## src/rtl/nand4_exhaustive_tester.sv

```systemverilog
// ---------------------------------------------------------------------------
// nand4_exhaustive_tester
//
// Exhaustive functional sequencer for one 4-input NAND cell instance. A sweep
// drives the cell inputs through all 16 combinations in ascending order. Each
// combination is held for a programmable settle time, then ZN is sampled and
// compared against the expected value. The block reports a pass/fail verdict,
// a saturating error count and the first failing vector.
//
// Parameters:
//   SETTLE_CYCLES : idle cycles between driving a vector and sampling ZN
//                   (0..255, 0 = sample on the cycle after drive)
//   ERR_W         : width of ERR_CNT
//   CHECK_INV     : 1 = expect NAND4 behaviour on ZN, 0 = expect AND4
//
// Ports:
//   CLK        in   test clock, rising edge
//   RN         in   asynchronous active-low reset
//   START      in   single-cycle sweep request, ignored while BUSY
//   ABORT      in   synchronous sweep termination, only acts while BUSY
//   A1..A4     out  cell inputs, registered, {A4,A3,A2,A1} = current vector
//   ZN         in   cell output under test
//   BUSY       out  sweep in progress
//   DONE       out  sweep completed, held until the next START
//   PASS       out  valid with DONE, 1 iff no mismatches were seen
//   ERR_CNT    out  number of mismatching vectors, saturating at all-ones
//   FAIL_VALID out  at least one mismatch captured this sweep
//   FAIL_VEC   out  first mismatching vector {A4,A3,A2,A1}
// ---------------------------------------------------------------------------
module nand4_exhaustive_tester #(
    parameter int SETTLE_CYCLES = 2,
    parameter int ERR_W         = 5,
    parameter bit CHECK_INV     = 1'b1
) (
    input  logic             CLK,
    input  logic             RN,
    input  logic             START,
    input  logic             ABORT,
    output logic             A1,
    output logic             A2,
    output logic             A3,
    output logic             A4,
    input  logic             ZN,
    output logic             BUSY,
    output logic             DONE,
    output logic             PASS,
    output logic [ERR_W-1:0] ERR_CNT,
    output logic             FAIL_VALID,
    output logic [3:0]       FAIL_VEC
);

    typedef enum logic [2:0] {
        S_IDLE,
        S_DRIVE,
        S_SETTLE,
        S_SAMPLE,
        S_DONE
    } state_t;

    localparam logic [7:0] SETTLE_LOAD = 8'(SETTLE_CYCLES);

    state_t           state_q;
    logic [3:0]       vec_q;
    logic [7:0]       settleCnt_q;
    logic [3:0]       drive_q;
    logic             busy_q;
    logic             done_q;
    logic             pass_q;
    logic [ERR_W-1:0] errCnt_q;
    logic             failValid_q;
    logic [3:0]       failVec_q;

    logic             expectedZn;
    logic             mismatch;
    logic [ERR_W-1:0] errCnt_d;

    // Expected cell response for the vector currently applied. A case
    // equality is used so that an X or Z on ZN is treated as a mismatch
    // rather than silently passing in simulation.
    always_comb begin
        expectedZn = CHECK_INV ? ~(&vec_q) : (&vec_q);
        mismatch   = !(ZN === expectedZn);
    end

    // Error count after the current sample, saturating at all-ones. The
    // verdict on the last vector is taken from this value so the final
    // sample is included in PASS.
    always_comb begin
        errCnt_d = errCnt_q;
        if (mismatch && (errCnt_q != '1)) begin
            errCnt_d = errCnt_q + ERR_W'(1);
        end
    end

    // Sweep sequencer. Every visible output is a flop so the cell inputs
    // never glitch. ABORT is checked before the per-state work so that a
    // same-cycle sample is discarded.
    always_ff @(posedge CLK or negedge RN) begin
        if (!RN) begin
            state_q     <= S_IDLE;
            vec_q       <= 4'h0;
            settleCnt_q <= 8'd0;
            drive_q     <= 4'h0;
            busy_q      <= 1'b0;
            done_q      <= 1'b0;
            pass_q      <= 1'b0;
            errCnt_q    <= '0;
            failValid_q <= 1'b0;
            failVec_q   <= 4'h0;
        end else begin
            case (state_q)
                S_IDLE, S_DONE: begin
                    if (START) begin
                        errCnt_q    <= '0;
                        failValid_q <= 1'b0;
                        failVec_q   <= 4'h0;
                        done_q      <= 1'b0;
                        pass_q      <= 1'b0;
                        vec_q       <= 4'h0;
                        busy_q      <= 1'b1;
                        state_q     <= S_DRIVE;
                    end
                end
                S_DRIVE, S_SETTLE, S_SAMPLE: begin
                    if (ABORT) begin
                        state_q <= S_IDLE;
                        busy_q  <= 1'b0;
                        done_q  <= 1'b0;
                        pass_q  <= 1'b0;
                        drive_q <= 4'h0;
                    end else if (state_q == S_DRIVE) begin
                        drive_q     <= vec_q;
                        settleCnt_q <= SETTLE_LOAD;
                        state_q     <= (SETTLE_CYCLES == 0) ? S_SAMPLE : S_SETTLE;
                    end else if (state_q == S_SETTLE) begin
                        // Counter was loaded with the settle time, so moving
                        // on when it reads 1 gives exactly that many cycles.
                        settleCnt_q <= settleCnt_q - 8'd1;
                        if (settleCnt_q <= 8'd1) begin
                            state_q <= S_SAMPLE;
                        end
                    end else begin
                        errCnt_q <= errCnt_d;
                        if (mismatch && !failValid_q) begin
                            failVec_q   <= vec_q;
                            failValid_q <= 1'b1;
                        end
                        if (vec_q == 4'hF) begin
                            state_q <= S_DONE;
                            busy_q  <= 1'b0;
                            done_q  <= 1'b1;
                            pass_q  <= (errCnt_d == '0);
                        end else begin
                            vec_q   <= vec_q + 4'h1;
                            state_q <= S_DRIVE;
                        end
                    end
                end
                default: begin
                    state_q <= S_IDLE;
                    busy_q  <= 1'b0;
                end
            endcase
        end
    end

    assign A1         = drive_q[0];
    assign A2         = drive_q[1];
    assign A3         = drive_q[2];
    assign A4         = drive_q[3];
    assign BUSY       = busy_q;
    assign DONE       = done_q;
    assign PASS       = pass_q;
    assign ERR_CNT    = errCnt_q;
    assign FAIL_VALID = failValid_q;
    assign FAIL_VEC   = failVec_q;

endmodule

```

## config.mk

```make
export PLATFORM = sky130hd
export DESIGN_NAME = nand4_exhaustive_tester
export DESIGN_NICKNAME = d
export VERILOG_FILES = /design/src/rtl/nand4_exhaustive_tester.sv
export SDC_FILE = /design/constraint.sdc
export NUM_CORES = 1
export LEC_CHECK = 0
export ABC_CLOCK_PERIOD_IN_PS = 2600
export CORE_MARGIN = 8
export CORE_UTILIZATION = 58
export CTS_BUF_LIST = sky130_fd_sc_hd__clkbuf_2 sky130_fd_sc_hd__clkbuf_4 sky130_fd_sc_hd__clkbuf_8
export CTS_CLUSTER_SIZE = 25
export DETAILED_ROUTE_END_ITERATION = 10
export PLACE_DENSITY = 0.92
export REMOVE_ABC_BUFFERS = 1
export SETUP_SLACK_MARGIN = 0.2
export SYNTH_ARGS = -nofsm -noshare
export SYNTH_HDL_FRONTEND = slang
export SYNTH_SLANG_ARGS = --single-unit
```

## constraint.sdc

```tcl
create_clock -name CLK -period 2.6 [get_ports CLK]
set_input_delay 0.52 -clock CLK [delete_from_list [all_inputs] [get_ports CLK]]
set_output_delay 0.52 -clock CLK [all_outputs]
set_load 0.01 [all_outputs]
```

==> results.md, run 1 <==
- The flow ran to the end, and the final reports show no timing, DRC or antenna violations.
- The top cell types in the final layout, fill and taps aside, are sky130_fd_sc_hd__dfrtp_1 (30), sky130_fd_sc_hd__clkdlybuf4s50_1 (21), sky130_fd_sc_hd__nor2_1 (19).
- For the pin with the worst max-slew slack, the measured transition is 0.519 ns.
- The number of enable-type register cells in the synthesized netlist is 0.
- The kind of end point of the critical path is a flop.
- Traced cell by cell, the critical path runs through ha_1 > and3_1 > ha_2 > or3b_1 > mux2i_4 > mux2_4 > o311ai_2.
- Based on the critical path, the design can be clocked at up to 429 MHz.
- In this run the tool buffered the top-level ports with 21 buffer cells.
- The number of cells produced by synthesis is 196.
- The power density over cell area is 810 nW/µm².
- Entering global routing, the biggest net connects 33 pins.
- The path class of the lowest-slack min-delay path is reg -> reg.
- Routability-driven placement finished with a final weighted congestion of 0.838.
- The proportion of register bits with asynchronous set or reset after synthesis is 100%.
- The number of I/O pins is 22.
- Summing the areas of all xor and xnor instances in the mapped netlist gives 3.60% of the synthesized area.
- Clock-pin slew was measured on the worst setup and hold paths at 0.10 ns.
- On the final layout, the worst clock skew is 0.0110 ns.
- The first global-routing pass estimated 6.80 mm of wire.
- STA classifies the critical path startpoint as a flop.
- Headroom to the max-slew limit came out at 65.1%.
- The mux share of post-synthesis cell area is 3.08%.
- The deepest clock path buffer count is 2.
- In this design, the stage delay of the slowest critical-path cell is 0.46 ns.
- The initial utilization of the core area, before any placement, comes to 58.6%.
- The area enclosed by the die boundary is 5390 µm².
- The floorplan step set the die height to 73.4 µm.
- The core region is 3260 µm².
- The worst register-to-register path has a setup slack of 0.27 ns.
- The number of H-tree levels is 2.
- The number of rows created at floorplan is 21.
- The final max-slew violation count is 0.
- The repair_antennas step left the layout with diodes totalling 0.
- The tool flagged a number of max-cap violations equal to 0.
- Leaving out fill and tap cells, the most frequent cell in the layout is sky130_fd_sc_hd__dfrtp_1.
- In the synthesized netlist the dominant register cell turns out to be sky130_fd_sc_hd__dfrtp_1.
- The via count of the first global-routing pass was 1465.
- Sorting the synthesized cells by area gives the leading types as sky130_fd_sc_hd__dfrtp_1 (42%), sky130_fd_sc_hd__o21ai_0 (3.9%), sky130_fd_sc_hd__nor2_1 (3.7%).
- The number of endpoints with negative hold slack in the final report came to 0.
- The first TritonRoute pass finished after 4 iterations.
- The synthesized-area fraction occupied by ao, oa, aoi and oai cells is 21.6%.
- For this run, design rule violations remaining after detail routing come to 0.
- The basic-gate share of the synthesized area counting and, or, nand and nor cells is 21.7%.
- The buffers plus inverters on the worst setup path is 0.
- The number of gates on the worst path with buffers counted is 7.
- The critical path data arrival time is 2.58 ns.
- On the critical path, the stage with the largest delay is an instance of sky130_fd_sc_hd__dfrtp_2.
- The remaining antenna violation count is 0.
- At the worst endpoint, the required time is 2.85 ns.
- In this run the critical register-to-register path is launched from ERR_CNT[0].
- Of the total synthesized cell area, the portion taken by full adders, half adders and majority gates is 3.27%.
- Summed over its instances, the top area cell type makes up 41.9% of the synthesized netlist area.
- In this run the cell area of the synthesized design comes to 1910 µm².
- In the finished design, the share of the clock period the worst path needs comes to 89.7%.
- The number of antenna violations at the first check in global routing is 0.
- For this run the aggregate overflow at the end of global routing stands at 0.
- TritonCTS built the clock tree.
- Counting instances, the worst hold path has a depth of 1.
- Detailed placement ended at an HPWL of 2.85 mm.
- Along the worst path, the maximum fanout reaches 8.
- Hold repair after CTS inserted 0 buffers.
- The worst register-to-register path ends at PASS.
- Across every metal layer, demand over resource in global routing totals 16.1%.
- The largest vdd supply drop is 596 µV.
- The cell taking the most area after synthesis is sky130_fd_sc_hd__dfrtp_1.
- In this run the static leakage power is 0.959 nW.
- The count of nets after finishing is 229.
- Setup repair after global routing left no endpoint under its margin.
- The layout cell share with drive strength beyond 1 is 15.0%.
- After synthesis, the largest family of logic cells by area is simple AND/OR/NAND/NOR gates.
- In this run, distinct cell masters in the synthesized netlist total 59.
- The die extent in x is 73.4 µm.
- The number of design-rule violations left by the first detailed-router iteration is 97.
- After synthesis, the mean cell area works out to 9.75 µm².
- The later pin in the worst-skew pair is clocked with a latency of 0.33 ns.
- In the final routed layout, each cell accounts on average for 15.3 µm.
- Adding up every negative setup slack in the final design gives 0 ns.
- The count of clock tree sinks is 32.
- CTS placed an instance of sky130_fd_sc_hd__clkbuf_4 at the clock tree root.
- The launch point of the critical path is ERR_CNT[0].
- The count of cells along the worst register-to-register path is 7.
- The worst hold slack is 0.515 ns.
- The total via count after detailed routing is 1571.
- The final layout contains routed wiring with a total length of 4.07 mm.
- The start-to-end type of the worst setup path is reg -> reg.
- After detailed routing, the number of vias per cell comes to 5.91.
- The worst hold path begins at FAIL_VEC[2].
- After synthesis, flip-flops and latches occupy 41.9% of the total area.
- Subtracting the final worst setup slack from the clock period gives 2.33 ns.
- The number of failing setup endpoints in the final timing report is 0.
- The worst hold path terminates at FAIL_VEC[2].
- The area growth from synthesis to layout is 17.6%.
- Synthesis inferred 32 register bits.
- The number of warnings printed during yosys synthesis is 0.
- In this design, the largest share of critical-path delay is due to simple AND/OR/NAND/NOR gates.
- The TritonCTS buffer count is 5.
==> cell families (layout without fill, tap and decap cells) <==
kind of cell / after synthesis / in the layout
and+or+nand+nor: 73 / 73
AOI/OAI and AO/OA: 58 / 58
DFF: 32 / 32
buffers and inverters: 17 / 41
xor gates and xnor gates: 7 / 7
adders and majority gates: 5 / 5
muxes: 4 / 4
==> cell type report <==
type / instances / area [µm²]
fill: 267 / 1010
tap: 46 / 57.6
sequential: 32 / 803
multi-input combinational: 147 / 1020
clock inverter: 2 / 35.0
timing repair buffer: 29 / 270
inverter: 4 / 15.0
clock buffer: 6 / 45.0
==> report_power, final <==
group          total, mW  switching (mW)  internal, mW  leakage, nW
logic              0.691           0.389         0.303        0.484
registers          0.747           0.152         0.595        0.429
clock network      0.380           0.168         0.212       0.0456
total               1.82           0.710          1.11        0.959
==> Yosys cell counts, types with 2 or more instances <==
library cell and instances:
sky130_fd_sc_hd__nand4_1 5, sky130_fd_sc_hd__nor3_1 7, sky130_fd_sc_hd__buf_6 2, sky130_fd_sc_hd__o21ai_0 15, sky130_fd_sc_hd__inv_1 4, sky130_fd_sc_hd__or3b_1 2, sky130_fd_sc_hd__nor2b_1 5, sky130_fd_sc_hd__a221o_1 2
sky130_fd_sc_hd__ha_1 5, sky130_fd_sc_hd__buf_2 7, sky130_fd_sc_hd__a22o_1 3, sky130_fd_sc_hd__nor3b_1 3, sky130_fd_sc_hd__o211a_1 2, sky130_fd_sc_hd__o22ai_1 2, sky130_fd_sc_hd__a31oi_1 8, sky130_fd_sc_hd__xnor2_1 2
sky130_fd_sc_hd__nor2_1 19, sky130_fd_sc_hd__o211ai_1 2, sky130_fd_sc_hd__o21bai_1 2, sky130_fd_sc_hd__nand3b_1 3, sky130_fd_sc_hd__a21oi_1 6, sky130_fd_sc_hd__dfrtp_1 32, sky130_fd_sc_hd__clkbuf_1 2, sky130_fd_sc_hd__a22o_2 2
sky130_fd_sc_hd__xor2_1 4, sky130_fd_sc_hd__and3_1 2, sky130_fd_sc_hd__nand3_1 2, sky130_fd_sc_hd__nand2_1 13, sky130_fd_sc_hd__and2_1 3
==> layer usage <==
layer	global-route usage (%)	share of wire (%)	vias up
met5	0	0	-
met4	5.99	1.4	0
li1	-	-	772
met2	26.9	48	36
met1	19.6	46	758
met3	3.82	5.0	5
==> sequential cells by signal, indices dropped and copies added (netlist names), 3 cells and up <==
name	cells
state_q	3
FAIL_VEC	4
drive_q	4
ERR_CNT	5
vec_q	4
settleCnt_q	8
==> worst max path at each step <==
stage	to	slack, ns
6_report	PASS	0.27
5_1_grt	PASS	0.20
4_1_cts	PASS	0.26
3_5_place_dp	PASS	0.21
3_3_place_gp	PASS	0.31
2_1_floorplan	PASS	0.33
==> through the flow <==
stage / worst slack (ns) / utilization, % / power (mW) / cells / instance area (µm²)
2_1_floorplan: 0.334 / - / 1.18 / 183 / 1830
3_3_place_gp: 0.305 / 66.1 / 1.40 / 257 / 2150
3_5_place_dp: 0.214 / 66.1 / 1.42 / 257 / 2150
4_1_cts: 0.262 / 68.7 / 1.82 / 265 / 2240
5_1_grt: 0.198 / 69.0 / 1.93 / 266 / 2250
6_report: 0.268 / 69.0 / 1.82 / 266 / 2250
==> timing repair <==
item	in CTS	in global routing
setup endpoints to repair	1	1
cloned	0	0
resized for setup	2	1
buffers inserted	0	1
No activity file was read; power rests on OpenSTA's default activity.
==> run 2: changes to the inputs <==
SLEW_MARGIN = 30   (was not set)
==> results of run 2 <==
The final DEF is identical to that of run 1; final timing and power are the same.
